**config.mk**
```make
export PLATFORM = sky130hd
export DESIGN_NAME = perf_event_monitor
export DESIGN_NICKNAME = d
export VERILOG_FILES = /design/src/rtl/perf_event_monitor.sv
export SDC_FILE = /design/constraint.sdc
export NUM_CORES = 1
export LEC_CHECK = 0
export ABC_CLOCK_PERIOD_IN_PS = 1880
export CAP_MARGIN = 20
export CORE_MARGIN = 2
export CORE_UTILIZATION = 41
export DETAILED_ROUTE_END_ITERATION = 16
export GPL_ROUTABILITY_DRIVEN = 0
export SYNTH_ARGS = -nofsm -noshare
export SYNTH_HDL_FRONTEND = slang
export SYNTH_SLANG_ARGS = --single-unit
```
**constraint.sdc**
```tcl
create_clock -name clk_i -period 1.88 [get_ports clk_i]
set_clock_uncertainty 0.15 [all_clocks]
set_input_delay 0.282 -clock clk_i [delete_from_list [all_inputs] [get_ports clk_i]]
set_output_delay 0.282 -clock clk_i [all_outputs]
set_load 0.02 [all_outputs]
```
**src/rtl/perf_event_monitor.sv**
```systemverilog
// perf_event_monitor: cycle counter plus NUM_EVT event counters with freeze, clear,
// auto-stop and a registered read port. Define PERF_MON_SAT_EN to saturate instead of wrap.
module perf_event_monitor #(
  parameter int NUM_EVT    = 4,
  parameter int CNT_W      = 32,
  parameter int STOP_CYCLE = 30,
  parameter int SEL_W      = $clog2(NUM_EVT + 1)
) (
  input  logic               clk_i,
  input  logic               rst_i,
  input  logic               start_i,
  input  logic [NUM_EVT-1:0] evt_i,
  input  logic               clr_i,
  input  logic               freeze_i,
  input  logic [SEL_W-1:0]   rd_sel_i,
  input  logic               rd_en_i,
  output logic [CNT_W-1:0]   rd_data_o,
  output logic               rd_valid_o,
  output logic [CNT_W-1:0]   cycle_o,
  output logic [NUM_EVT:0]   ovf_o,
  output logic               done_o,
  output logic               run_o
);

  typedef enum logic [1:0] {S_IDLE, S_RUN, S_FROZEN, S_DONE} state_e;

  localparam logic [CNT_W-1:0] ALL_ONES  = {CNT_W{1'b1}};
  localparam logic [CNT_W-1:0] STOP_LAST = CNT_W'(STOP_CYCLE - 1);

  state_e           state_q;
  logic             run_q;
  logic             done_q;
  logic             count_en;
  logic             stop_hit;
  logic [NUM_EVT:0] inc;
  logic [CNT_W-1:0] cnt_all [NUM_EVT+1];
  logic [CNT_W-1:0] rd_mux;
  logic [CNT_W-1:0] rd_data_q;
  logic             rd_valid_q;

  // Index 0 is the cycle counter; index k+1 is event channel k.
  assign count_en = (state_q == S_RUN) && start_i && !freeze_i && !clr_i;
  assign inc      = {evt_i, 1'b1} & {(NUM_EVT + 1){count_en}};
  assign stop_hit = (STOP_CYCLE != 0) && (cnt_all[0] == STOP_LAST);

  for (genvar gi = 0; gi <= NUM_EVT; gi++) begin : g_cnt
    logic [CNT_W-1:0] cnt_q;
    logic [CNT_W-1:0] cnt_d;
    logic             ovf_q;
    logic             ovf_d;

    always_comb begin
      cnt_d = cnt_q;
      ovf_d = ovf_q;
      if (clr_i) begin
        cnt_d = '0;
        ovf_d = 1'b0;
      end else if (inc[gi]) begin
        if (cnt_q == ALL_ONES) begin
          ovf_d = 1'b1;
`ifdef PERF_MON_SAT_EN
          cnt_d = ALL_ONES;
`else
          cnt_d = '0;
`endif
        end else begin
          cnt_d = cnt_q + 1'b1;
        end
      end
    end

    always_ff @(posedge clk_i or negedge rst_i) begin
      if (!rst_i) begin
        cnt_q <= '0;
        ovf_q <= 1'b0;
      end else begin
        cnt_q <= cnt_d;
        ovf_q <= ovf_d;
      end
    end

    assign cnt_all[gi] = cnt_q;
    assign ovf_o[gi]   = ovf_q;
  end

  // run/done are registered alongside the state so they never see input glitches.
  always_ff @(posedge clk_i or negedge rst_i) begin
    if (!rst_i) begin
      state_q <= S_IDLE;
      run_q   <= 1'b0;
      done_q  <= 1'b0;
    end else if (clr_i) begin
      state_q <= S_IDLE;
      run_q   <= 1'b0;
      done_q  <= 1'b0;
    end else begin
      case (state_q)
        S_IDLE: begin
          if (start_i) begin
            state_q <= S_RUN;
            run_q   <= 1'b1;
          end
        end
        S_RUN: begin
          if (!start_i) begin
            state_q <= S_IDLE;
            run_q   <= 1'b0;
          end else if (freeze_i) begin
            state_q <= S_FROZEN;
            run_q   <= 1'b0;
          end else if (stop_hit) begin
            state_q <= S_DONE;
            run_q   <= 1'b0;
            done_q  <= 1'b1;
          end
        end
        S_FROZEN: begin
          if (!start_i) begin
            state_q <= S_IDLE;
          end else if (!freeze_i) begin
            state_q <= S_RUN;
            run_q   <= 1'b1;
          end
        end
        S_DONE: begin
          state_q <= S_DONE;
        end
        default: begin
          state_q <= S_IDLE;
          run_q   <= 1'b0;
          done_q  <= 1'b0;
        end
      endcase
    end
  end

  always_comb begin
    rd_mux = '0;
    if (32'(rd_sel_i) <= 32'(NUM_EVT)) begin
      rd_mux = cnt_all[rd_sel_i];
    end
  end

  // Reads sample pre-update counter values, so a read alongside clr_i sees the old count.
  always_ff @(posedge clk_i or negedge rst_i) begin
    if (!rst_i) begin
      rd_data_q  <= '0;
      rd_valid_q <= 1'b0;
    end else begin
      rd_valid_q <= rd_en_i;
      if (rd_en_i) begin
        rd_data_q <= rd_mux;
      end
    end
  end

  assign rd_data_o  = rd_data_q;
  assign rd_valid_o = rd_valid_q;
  assign cycle_o    = cnt_all[0];
  assign run_o      = run_q;
  assign done_o     = done_q;

endmodule

```
==> metrics <==
status finished, violations left; failing checks negative setup slack; Synthesized Nets 1190; die width 172 µm; Initial DRC Count 1248; worst setup margin -0.281 ns; CTS tree yes; initial antenna violation count 0; Initial Utilization 0.416; crit path kind flip-flop to flip-flop; Hold/Removal Path Class primary input to asynchronous set/reset pin; setup tns final -19.49 ns; number of synthesized flops with an enable pin 0; Crit path buffers/inverters 4; share of the yosys chip area belonging to registers 0.439; main combinational cell family by area after synthesis simple AND/OR/NAND/NOR gates; Num CTS Buffers 25; most common cell after layout, fill and taps aside buf_4; simple-gate share of the synthesized area 0.286; diode count 0; area leader, netlist dfrtp_1; GR Overflow Total 0; Slew Viols, Final 0; area grow syn2layout 64.6%; post-synthesis compound-gate area fraction 0.0731; RSZ-0062 raised after global routing true; Max Cap Viol 0; highest-count cells in the layout ignoring fill and taps buf_4 (299), dfrtp_1 (177), nor2_1 (126), nand4_1 (87), buf_6 (61); CP delay by family, top buffers and inverters; CP max stage cell dfrtp_1; worst-path maximum fanout 7; IO Count 85; Critical Path AT 2.42 ns; Die Height 172 µm; final setup violation count 155; Synth Area in XOR/XNOR 0.0951; Area contributors post-synth dfrtp_1 (44%), nor2_1 (6.5%), mux4_2 (6.1%), xor2_1 (5.7%), nand4_1 (4.7%); VDD IR max 0.000589 V; Residual DRC 0; CP cell instances and4bb_1 -> buf_12 -> buf_12 -> buf_6 -> a21oi_4 -> buf_6 -> nor3b_4 -> xnor2_1 -> nor2_1; Least-Margin Pin Slew 0.523 ns; share of the synthesized area in the top cell type 0.439; worst skew pair latency 0.54 ns; vias in the first global route 11300; Post-Route WL 45.1 mm; Die ar. 29400 µm²; layout cells sized above 1 0.499; Slew Limit Headroom 0.649; Tmin final 2.16 ns; Clk Tree Root Cell clkbuf_16; row cnt 61; Syn Inst Count 1171; first-pass GRT wire length 65.7 mm; PortBufs 84; overall power 0.0104 W; post-DR wirelength/cell 22.4 µm; #FFs+latches synth 202; vias per std cell 5.91; Top FF cell, synth dfrtp_1; mapped cell area 11500 µm²; clock transition at the registers of the reported paths 0.06 ns; CTS H-tree depth 1; leakage 8.25 nW; iteration count of the initial detailed-routing pass 5; Core Region 27700 µm²; asr flop ratio synth 1.00; vias 11900; Max Fclk 463 MHz; Req. time, crit path 2.14 ns; Netlist cell types 69; largest net degree at the start of global routing 56; Final HPWL DP 29.5 mm; Filler cells 1985; total track usage 0.292; Synth Area in Adders 0.00652; critical path launch point type flip-flop; crit end category flip-flop; Final Cycle Share 1.15; mux share of post-synthesis cell area 0.0646; antenna-violating nets left 0; synthesized area per cell 9.83 µm²; PD cells 547 nW/µm²; Yosys warning total 0; clock sink count 202; nets 1639; Final Hold Viols 0; crit-path max cell delay 0.39 ns; clock buffer depth 3
## cell families (layout without fill, tap and decap cells)
| kind of cell | count (synthesis) | count (layout) |
|---|---|---|
| adder cells (fa/ha/maj) | 6 | 6 |
| buffers and inverters | 84 | 549 |
| multiplexers | 34 | 34 |
| AO/OA/AOI/OAI | 113 | 114 |
| AND/OR/NAND/NOR | 607 | 607 |
| flip-flops | 202 | 202 |
| XOR/XNOR | 125 | 125 |
## cell usage after synthesis, types with 15 or more instances
| cell type | count |
|---|---|
| a21oi_1 | 20 |
| a221oi_1 | 32 |
| and3_1 | 28 |
| clkbuf_1 | 35 |
| dfrtp_1 | 202 |
| inv_1 | 18 |
| mux4_2 | 31 |
| nand2_1 | 65 |
| nand3_1 | 67 |
| nand4_1 | 87 |
| nor2_1 | 200 |
| nor2_2 | 22 |
| nor3_1 | 29 |
| nor4_1 | 26 |
| o21ai_0 | 15 |
| xnor2_1 | 50 |
| xor2_1 | 75 |
## stage by stage
stage	hold WS (ns)	utilization	std cells	worst slack [ns]	area, µm²
after floorplan	-0.164	-	1171	-0.0741	11700
after global placement	0.150	0.550	1875	-0.468	15200
after detailed placement	0.148	0.550	1875	-0.561	15200
after CTS	0.175	0.627	1978	-0.185	17400
after global routing	0.206	0.684	2015	-0.317	19000
final	0.171	0.684	2015	-0.281	19000
## final timing paths
path / start / end / slack, ns / depth (start not counted)
min in group clk_i: rd_data_o[27]$_DFFE_PN0P_ / rd_data_o[27]$_DFFE_PN0P_ / 0.35 / 2
min: rst_i / g_cnt[4].cnt_q[25]$_DFFE_PN0P_ / 0.17 / 2
max: state_q[0]$_DFFE_PN0P_ / g_cnt[1].cnt_q[5]$_DFFE_PN0P_ / -0.28 / 9
min reg2reg: rd_data_o[27]$_DFFE_PN0P_ / rd_data_o[27]$_DFFE_PN0P_ / 0.35 / 2
max reg2reg: state_q[0]$_DFFE_PN0P_ / g_cnt[1].cnt_q[5]$_DFFE_PN0P_ / -0.28 / 9
max in group asynchronous: rst_i / g_cnt[2].cnt_q[12]$_DFFE_PN0P_ / 0.76 / 3
## sequential cells by signal, indices dropped and copies added (netlist names)
| register | count |
|---|---|
| g_cnt.cnt_q | 128 |
| cycle_o | 32 |
| rd_data_o | 32 |
| g_cnt.ovf_q | 5 |
| state_q | 2 |
| done_o | 1 |
| rd_valid_o | 1 |
| run_o | 1 |
## layout make-up
class,instances,area [µm²],share of cell area
Clock buffer,35,703,0.0371
Timing Repair Buffer,487,4570,0.241
Sequential cell,202,5090,0.268
Clock inverter,9,98.8,0.00522
Multi-Input combinational cell,886,7950,0.419
Inverter,18,67.6,0.00356
Tap cell,378,473,0.0250
## routing by layer
metal,vias to the layer above,track usage,routed length (µm)
li1,5191,-,-
met1,5949,0.389,17700
met2,612,0.483,21900
met3,156,0.0350,3090
met4,0,0.125,2420
met5,-,0,0
## repair_timing
action / 4_1_cts / 5_1_grt
pin swaps: 129 / 157
resized for setup: 279 / 276
hold buffers: 1 / 0
hold endpoints to repair: 82 / 0
endpoints found under the setup margin: 215 / 182
setup buffers: 46 / 40
cloned: 13 / 5
## where the power goes
| part | switching, W | leakage (nW) | internal (W) |
|---|---|---|---|
| Combinational | 0.000651 | 5.12 | 0.000506 |
| Sequential | 0.0000288 | 2.73 | 0.00441 |
| Clock | 0.00191 | 0.400 | 0.00287 |
| Total | 0.00259 | 8.25 | 0.00778 |
No activity file was read; power rests on OpenSTA's default activity.
